[src/rtl/edsac_store_pkg.sv]
`default_nettype none
// ============================================================================
// edsac_store_pkg : store-rack constants, access FSM state, {tank, word} address
// Revision 1.0
// ============================================================================
package edsac_store_pkg;

  localparam int STORE_LEN  = 16;
  localparam int WORD_WIDTH = 36;
  localparam int NUM_TANKS  = 32;
  localparam int TANK_AW    = $clog2(NUM_TANKS);
  localparam int WORD_AW    = $clog2(STORE_LEN);
  localparam int BIT_AW     = $clog2(WORD_WIDTH);

  typedef enum logic [1:0] {
    ST_IDLE = 2'd0,
    ST_WAIT = 2'd1,
    ST_XFER = 2'd2,
    ST_DONE = 2'd3
  } store_state_e;

  typedef struct packed {
    logic [TANK_AW-1:0] tank;
    logic [WORD_AW-1:0] word;
  } store_addr_t;

endpackage
`default_nettype wire

[src/rtl/circulation_counter.sv]
`default_nettype none
// ============================================================================
// circulation_counter : bit/word position within one tank circulation
// Revision 1.0
// ============================================================================
module circulation_counter #(
  parameter int WORD_WIDTH = edsac_store_pkg::WORD_WIDTH,
  parameter int STORE_LEN  = edsac_store_pkg::STORE_LEN,
  parameter int POS_AW     = $clog2(WORD_WIDTH),
  parameter int WORD_AW    = $clog2(STORE_LEN)
) (
  input  logic               clk,
  input  logic               rst,
  output logic [POS_AW-1:0]  o_bit_pos,
  output logic [WORD_AW-1:0] o_word_pos,
  output logic [WORD_AW-1:0] o_next_word_pos,
  output logic               o_slot_start
);

  logic [POS_AW-1:0]  r_bit;
  logic [WORD_AW-1:0] r_word;
  logic [POS_AW-1:0]  w_next_bit;
  logic [WORD_AW-1:0] w_next_word;
  logic               w_bit_wrap;
  logic               w_word_wrap;

  assign w_bit_wrap  = (r_bit == POS_AW'(WORD_WIDTH - 1));
  assign w_word_wrap = (r_word == WORD_AW'(STORE_LEN - 1));

  always_comb begin
    w_next_bit  = w_bit_wrap ? '0 : r_bit + POS_AW'(1);
    w_next_word = r_word;
    if (w_bit_wrap) begin
      w_next_word = w_word_wrap ? '0 : r_word + WORD_AW'(1);
    end
  end

  always_ff @(posedge clk) begin
    if (rst) begin
      r_bit  <= '0;
      r_word <= '0;
    end else begin
      r_bit  <= w_next_bit;
      r_word <= w_next_word;
    end
  end

  // High on the last bit of a word: the coming edge opens the next word slot.
  assign o_slot_start    = w_bit_wrap;
  assign o_bit_pos       = r_bit;
  assign o_word_pos      = r_word;
  assign o_next_word_pos = w_next_word;

endmodule
`default_nettype wire

[src/rtl/store_access_ctrl.sv]
`default_nettype none
// ============================================================================
// store_access_ctrl : serialises one parallel tank read/write into tank gating
// Revision 1.0
// ============================================================================
module store_access_ctrl #(
  parameter int STORE_LEN  = edsac_store_pkg::STORE_LEN,
  parameter int WORD_WIDTH = edsac_store_pkg::WORD_WIDTH,
  parameter int NUM_TANKS  = edsac_store_pkg::NUM_TANKS,
  parameter int TANK_AW    = edsac_store_pkg::TANK_AW,
  parameter int WORD_AW    = edsac_store_pkg::WORD_AW
) (
  input  logic                          clk,
  input  logic                          rst,
  input  logic                          req,
  input  logic                          we,
  input  logic [TANK_AW+WORD_AW-1:0]    addr,
  input  logic [WORD_WIDTH-1:0]         wdata,
  output logic [WORD_WIDTH-1:0]         rdata,
  output logic                          busy,
  output logic                          done,
  output logic                          err,
  output logic [$clog2(WORD_WIDTH)-1:0] bit_pos,
  output logic [WORD_AW-1:0]            word_pos,
  output logic                          rack_mib,
  output logic [NUM_TANKS-1:0]          rack_loc_t_in,
  output logic [NUM_TANKS-1:0]          rack_loc_t_clr,
  output logic [NUM_TANKS-1:0]          rack_loc_t_out,
  input  logic                          rack_loc_mob_t
);

  import edsac_store_pkg::*;

  localparam int POS_AW = $clog2(WORD_WIDTH);

  store_state_e r_state;
  store_state_e w_state_nxt;

  logic                  r_we;
  logic                  r_err;
  logic [TANK_AW-1:0]    r_tank;
  logic [WORD_AW-1:0]    r_word;
  logic [WORD_WIDTH-1:0] r_sreg;
  logic [WORD_WIDTH-1:0] r_rdata;
  logic [NUM_TANKS-1:0]  r_t_in;
  logic [NUM_TANKS-1:0]  r_t_clr;
  logic [NUM_TANKS-1:0]  r_t_out;

  logic [NUM_TANKS-1:0]  w_sel;
  logic [TANK_AW-1:0]    w_req_tank;
  logic [WORD_AW-1:0]    w_req_word;
  logic [POS_AW-1:0]     w_bit_pos;
  logic [WORD_AW-1:0]    w_word_pos;
  logic [WORD_AW-1:0]    w_next_word;
  logic                  w_slot_start;
  logic                  w_tank_ok;
  logic                  w_accept;
  logic                  w_at_slot;
  logic [WORD_WIDTH-1:0] w_shift_in;

  circulation_counter #(
    .WORD_WIDTH (WORD_WIDTH),
    .STORE_LEN  (STORE_LEN),
    .POS_AW     (POS_AW),
    .WORD_AW    (WORD_AW)
  ) u_circ (
    .clk             (clk),
    .rst             (rst),
    .o_bit_pos       (w_bit_pos),
    .o_word_pos      (w_word_pos),
    .o_next_word_pos (w_next_word),
    .o_slot_start    (w_slot_start)
  );

  assign w_req_tank = addr[WORD_AW +: TANK_AW];
  assign w_req_word = addr[WORD_AW-1:0];
  assign w_tank_ok  = (32'(w_req_tank) < 32'(NUM_TANKS));
  assign w_accept   = (r_state == ST_IDLE) && req;
  // Next edge lands on bit 0 of the addressed word.
  assign w_at_slot  = w_slot_start && (w_next_word == r_word);
  assign w_shift_in = {rack_loc_mob_t, r_sreg[WORD_WIDTH-1:1]};

  always_comb begin
    w_sel = '0;
    for (int i = 0; i < NUM_TANKS; i++) begin
      if (r_tank == TANK_AW'(i)) begin
        w_sel[i] = 1'b1;
      end
    end
  end

  always_ff @(posedge clk) begin
    if (rst) begin
      r_state <= ST_IDLE;
    end else begin
      r_state <= w_state_nxt;
    end
  end

  always_comb begin
    w_state_nxt = r_state;
    case (r_state)
      ST_IDLE: if (req)          w_state_nxt = w_tank_ok ? ST_WAIT : ST_DONE;
      ST_WAIT: if (w_at_slot)    w_state_nxt = ST_XFER;
      ST_XFER: if (w_slot_start) w_state_nxt = ST_DONE;
      ST_DONE:                   w_state_nxt = ST_IDLE;
      default:                   w_state_nxt = ST_IDLE;
    endcase
  end

  always_ff @(posedge clk) begin
    if (rst) begin
      r_we    <= 1'b0;
      r_err   <= 1'b0;
      r_tank  <= '0;
      r_word  <= '0;
      r_sreg  <= '0;
      r_rdata <= '0;
      r_t_in  <= '0;
      r_t_clr <= '0;
      r_t_out <= '0;
    end else begin
      if (w_accept) begin
        r_we   <= we;
        r_tank <= w_req_tank;
        r_word <= w_req_word;
        r_err  <= !w_tank_ok;
        r_sreg <= wdata;
      end else if (r_state == ST_XFER) begin
        if (r_we) begin
          r_sreg <= r_sreg >> 1;
        end else begin
          r_sreg <= w_shift_in;
          if (w_slot_start) begin
            r_rdata <= w_shift_in;
          end
        end
      end

      // Gates are registered off the next state so they line up with bit 0.
      if (w_state_nxt == ST_XFER) begin
        r_t_in  <= r_we ? w_sel : '0;
        r_t_clr <= r_we ? w_sel : '0;
        r_t_out <= r_we ? '0 : w_sel;
      end else begin
        r_t_in  <= '0;
        r_t_clr <= '0;
        r_t_out <= '0;
      end
    end
  end

  assign busy           = (r_state != ST_IDLE);
  assign done           = (r_state == ST_DONE);
  assign err            = (r_state == ST_DONE) && r_err;
  assign rdata          = r_rdata;
  assign bit_pos        = w_bit_pos;
  assign word_pos       = w_word_pos;
  assign rack_mib       = (r_state == ST_XFER) && r_we && r_sreg[0];
  assign rack_loc_t_in  = r_t_in;
  assign rack_loc_t_clr = r_t_clr;
  assign rack_loc_t_out = r_t_out;

endmodule
`default_nettype wire

[config.mk]
export PLATFORM = sky130hd
export DESIGN_NAME = store_access_ctrl
export DESIGN_NICKNAME = d
export VERILOG_FILES = /design/src/rtl/edsac_store_pkg.sv /design/src/rtl/circulation_counter.sv /design/src/rtl/store_access_ctrl.sv
export SDC_FILE = /design/constraint.sdc
export NUM_CORES = 1
export LEC_CHECK = 0
export BUFFER_PORTS_ARGS = -buffer_cell sky130_fd_sc_hd__buf_4
export CORE_UTILIZATION = 30
export DETAILED_ROUTE_END_ITERATION = 8
export GPL_TIMING_DRIVEN = 0
export PLACE_DENSITY_LB_ADDON = 0.1
export SYNTH_ARGS = -nofsm -noshare
export SYNTH_HDL_FRONTEND = slang
export SYNTH_SLANG_ARGS = --single-unit
[constraint.sdc]
create_clock -name clk -period 3.5 [get_ports clk]
set_input_delay 0.7 -clock clk [delete_from_list [all_inputs] [get_ports clk]]
set_output_delay 0.7 -clock clk [all_outputs]
set_load 0.1 [all_outputs]
### After elaboration in Yosys (flattened, before gate mapping)

Index checks and enable logic that the tools add are counted.

* output and inout bits: 146
* logic and storage cells: 106
* flip-flop bits (word level): 158

* equal/unequal tests: 38
* reduce and logical (&&, ||, !) cells: 12
* add/sub/neg operators: 2
* multiplexer cells: 41
* bitwise operators: 3

Operator list (count)
* $mux 36: 3
* $eq 5x5->1 const B: 16
* $eq 5x4->1 const B: 8
* $mux 1: 32
* $eq 5x3->1 const B: 4
* $eq 5x2->1 const B: 2
* $mux 4: 2
* $pmux 2 s4: 1
* $add 6x1->6 const B: 1
* $eq 2x2->1 const B: 3
* $eq 6x6->1 const B: 1
* $mux 2: 3
* $reduce_or 3->1: 2
* $eq 5x1->1 const B: 1
* $logic_not 5->1: 1
* $add 4x1->4 const B: 1
* $eq 4x4->1: 1
* $eq 4x4->1 const B: 1
* $logic_and 1x1->1: 4
* $reduce_and 4->1: 1
* $reduce_bool 2->1: 2
* $not 1->1: 3
* $eq 2x1->1 const B: 1
* $logic_not 2->1: 1
* $reduce_or 2->1: 1

### Logic depth before layout (Yosys ltp)

* word-level depth: 10
* mapped depth: 9
* gate-level depth less buffers: 6

### By module

From an unflattened synthesis, not the netlist that was laid out.

* cell total of the unflattened synthesis: 646
* area total of the unflattened synthesis: 5714.2 µm²

By module, submodules not included
* store_access_ctrl: times used 1, area an instance 5195.0 µm², cells an instance 592, sequential area each 2962.8 µm²
* circulation_counter: times used 1, area an instance 519.2 µm², cells an instance 54, sequential area each 200.2 µm²

### Worst setup path before layout

OpenSTA, ideal clock, no wires.

* kind: register to register
* from: reg u_circ.r_bit[0], in the netlist u_circ.o_bit_pos[0]
* to: reg r_t_clr[6], in the netlist rack_loc_t_clr[6]
* stages on the path, launching flop included: 9
* slack: 391 ps
* library setup time: 77 ps
* buffers on the path: 2
* period minus slack after synthesis: 3109 ps
* arrival time: 3032 ps
* cell sequence: dfxtp_1 ha_1 nand4bb_1 buf_4 o41a_1 o311ai_4 a31oi_4 buf_6 nor3_4

* word-level cells in the longest chain between the ends: 9
* elaborated cells on any way between the ends: 10
* those cells by class: eq/ne (3); mux (4); bitwise (1); reduce/logical (2)

Ends and longest elaborated chain
* from (decl): line circulation_counter.sv:20 `logic [POS_AW-1:0] r_bit;`
* from (signal assigned): line circulation_counter.sv:43 `r_bit <= w_next_bit;`
* $eq 6x6->1 *: line circulation_counter.sv:27 `assign w_bit_wrap = (r_bit == POS_AW'(WORD_WIDTH - 1));`
* $mux 4: line circulation_counter.sv:33 `if (w_bit_wrap) begin`
* $eq 4x4->1: line store_access_ctrl.sv:80 `assign w_at_slot = w_slot_start && (w_next_word == r_word);`
* $logic_and 1x1->1: line store_access_ctrl.sv:80
* $mux 2: line store_access_ctrl.sv:104 `ST_WAIT: if (w_at_slot) w_state_nxt = ST_XFER;`
* $pmux 2 s4 *: line store_access_ctrl.sv:102 `case (r_state)`
* $eq 2x2->1 *: line store_access_ctrl.sv:141 `if (w_state_nxt == ST_XFER) begin`
* $not 1->1 (no source line) *
* $reduce_or 3->1 (no source line) *
* to (signal assigned): line store_access_ctrl.sv:143 `r_t_clr <= r_we ? w_sel : '0;`
* to (decl): line store_access_ctrl.sv:46 `logic [NUM_TANKS-1:0] r_t_clr;`

Mark *: on every way between the ends. The rest lies on a longest branch, timed or not.
A chain may end at the register's enable or synchronous reset.

### Worst setup path in the final report

* from: reg r_state[1]
* to: out rack_mib

* word-level cells in the longest chain between the ends: 3

Ends and longest elaborated chain
* from (decl): line store_access_ctrl.sv:36 `store_state_e r_state;`
* from (signal assigned): line store_access_ctrl.sv:96 `r_state <= w_state_nxt;`
* $eq 2x2->1: line store_access_ctrl.sv:159 `assign rack_mib = (r_state == ST_XFER) && r_we && r_sreg[0];`
* $logic_and 1x1->1 (2 in series): line store_access_ctrl.sv:159
* to (decl): line store_access_ctrl.sv:25 `output logic rack_mib,`

Every way passes these cells.

==> results.py <==
metrics = {
    "die": {
        "core_um2": 18700,
        "pin_count": 196,
        "die_h_um": 140,
        "dieArea_um2": 19600,
        "die_w_um": 140,
        "fp-row-count": 50,
        "initial_core_util_pct": 30.6,
    },
    "timing": {
        "fmax_ghz": 0.307,
        "hold_viol": 0,
        "finalSetupViolations": 0,
        "slew_headroom_pct": 30.4,
        "slew_viol_final": 0,
        "tns_ps": 0,
        "final_period_minus_worst_setup_slack_ps": 3250,
        "finClkSkew_ps": 10.0,
        "finalCritPeriodShare_pct": 93.0,
        "worst_slew_pin_slew_ps": 1040,
        "rsz0062_at_grt": "false",
    },
    "grt": {
        "first_global_vias": 4939,
        "grt_max_degree": 17,
        "grt_first_pass_wirelength_mm": 25.2,
        "grt_usage_pct": 16.4,
        "antenna_found_initial": 0,
        "grt_overflow": 0,
    },
    "worst_setup_path": {
        "cp-end-kind": "output pin",
        "cp-start-kind": "register",
        "crit_arrival_ps": 2550,
        "cp_max_fo": 10,
        "path_class": "register to output pin",
        "critPathRequiredTime_ps": 2800,
    },
    "final_layout": {
        "areaGrowthSynthToFinish_pct": 42.5,
        "layout_commonest_cell": "buf_4",
        "nNetsFinal": 908,
        "drive_above_1_share_pct": 32.1,
        "postLayoutCoreUtil_pct": 43.6,
        "fillers": 1936,
        "layout_common_cells": "buf_4 (228), dfxtp_1 (158), nand2_1 (143), a21oi_1 (86), nor2_1 (65)",
        "diodes": 0,
    },
    "yosys": {
        "synth-compound-area-share_pct": 15.3,
        "ys_types": 42,
        "netlist.area_leader.share_pct": 55.2,
        "synthCells": 643,
        "synthTopCellsByArea": "dfxtp_1 (55%), nand2_1 (9.4%), a21oi_1 (7.5%), a22oi_1 (4.6%), buf_4 (4.5%)",
        "synthAdderAreaFrac_pct": 0.437,
        "synth_top_family_by_area": "simple AND/OR/NAND/NOR gates",
        "synth_area_um2": 5730,
        "ys.flop_type": "dfxtp_1",
        "seq_area_frac_synth_pct": 55.2,
        "synthSimpleGateAreaFrac_pct": 20.2,
        "synth_mux_area_share_pct": 0,
        "synth_top_cell_by_area": "dfxtp_1",
        "avgSynthCellArea_um2": 8.91,
        "synth_seq_cells": 158,
        "synth_edf_count": 0,
        "ys_warn_count": 0,
        "syn_nets": 695,
        "ys_async_sr_fraction_pct": 0,
        "synth-xor-area-share_pct": 1.38,
    },
    "route": {
        "wl_mm": 15.8,
        "vias": 5033,
        "drc_errors": 0,
        "avgViaCountPerCell": 4.56,
        "wl_per_cell_um": 14.4,
        "postRouteAntennaNets": 0,
        "drt_iter0_drc": 180,
        "dr.pass1.iters": 4,
    },
    "power": {
        "pwr-share-seq_pct": 44.1,
        "power_uw": 4240,
        "p_switching_uw": 934,
        "p_per_area_nw_per_um2": 520,
        "clockPowerShare_pct": 50.3,
        "combPwrFrac_pct": 5.6,
        "power.leakage_uw": 0.00336,
        "swShare_pct": 22.0,
        "ir_worst_vdd_v": 0.000321,
        "intPower_uw": 3310,
    },
    "place": {
        "hpwl_mm": 12.0,
        "portBuffers": 194,
        "gp_congestion": 0.775,
    },
    "clock_network": {
        "root_buffer": "clkbuf_16",
        "cts_max_level": 4,
        "hold_buffers": 0,
        "clk_latency_ps": 420,
        "cts_resized": 0,
        "cts_sinks": 158,
        "cts.clk_slew.worst_paths_ps": 70,
        "cts_setup_buffers": 0,
        "cts_buffers": 17,
        "clockBufferDepth": 2,
        "cts_tree": "built",
    },
    "min_path": {
        "hold_class": "register to register",
    },
    "job": {
        "cap_violations": 0,
    },
    "outcome": {
        "status": "finished clean",
    },
}
[cell type report]
cell class | instances | area, µm² | area share, %
clock inverters | 12 | 229 | 2.81
plain buffers | 72 | 409 | 5.01
clock buffers | 20 | 457 | 5.60
repair buffers | 194 | 1460 | 17.8
flip-flops and latches | 158 | 3160 | 38.8
multi-input cells | 409 | 2140 | 26.2
inverters | 4 | 15.0 | 0.184
well taps | 234 | 293 | 3.59
[sequential cells by signal (all words and copies together), names as in the netlist]
signal             count
u_circ.o_word_pos      4
rack_loc_t_out        32
r_tank                 5
rdata                 36
r_we                   1
r_word                 4
r_state                2
u_circ.o_bit_pos       6
rack_loc_t_clr        32
r_sreg                36
[per-stage QoR]
stage / cell area, µm² / hold WS, ps / instances / setup WS, ps
3_3_place_gp: 7480 / 445 / 1071 / 672
2_1_floorplan: 5730 / 432 / 643 / 391
5_1_grt: 8160 / 477 / 1103 / 109
6_report: 8160 / 456 / 1103 / 246
3_5_place_dp: 7480 / 449 / 1071 / 704
4_1_cts: 8160 / 455 / 1103 / 227
[cell usage after synthesis, types with 3 or more instances]
cell type / n
a22oi_1: 35
buf_2: 3
nor3_2: 8
clkbuf_1: 25
buf_4: 34
nor4_1: 3
a31oi_4: 4
buf_1: 9
dfxtp_1: 158
a21oi_1: 86
and2_1: 3
nor2b_1: 5
inv_1: 4
xor2_1: 3
nand3_1: 10
nor3_1: 11
nand2_1: 143
xnor2_1: 6
nor2_1: 65
[final timing paths]
check                                          from            endpoint  slack (ps)  depth (start not counted)
worst min register to register             rdata[5]            rdata[5]         460                          2
worst max register to register  u_circ.o_bit_pos[0]  rack_loc_t_clr[15]         880                          8
worst min-delay path                       rdata[5]            rdata[5]         460                          2
worst max-delay path                     r_state[1]            rack_mib         250                          5
[worst max-delay path, stage by stage, from the launching register on]
cell and delay (ps):
dfxtp_1 360, nor2b_1 230, buf_1 530, clkbuf_1 470
and3_1 240, buf_4 300
[kinds of logic after synthesis]
group / count (synthesis)
and+or+nand+nor: 262
other: 1
xor gates and xnor gates: 9
DFF: 158
buffers and inverters: 76
adders and majority gates: 2
AOI/OAI and AO/OA: 135
[power groups by stage]
stage	sequential (µW)	combinational, µW	clock [µW]
after floorplan	1920	127	0
after global placement	1910	233	0
after detailed placement	1910	238	0
after CTS	1870	238	2180
after global routing	1870	259	2270
final	1870	236	2130
[per-layer routing]
metal	track usage, %	share of wire [%]
met4	7.11	2.1
met3	5.91	7.4
met2	27.4	48
met1	19.0	43
met5	0	0
Note: power is estimated with default switching activity, not from simulation.
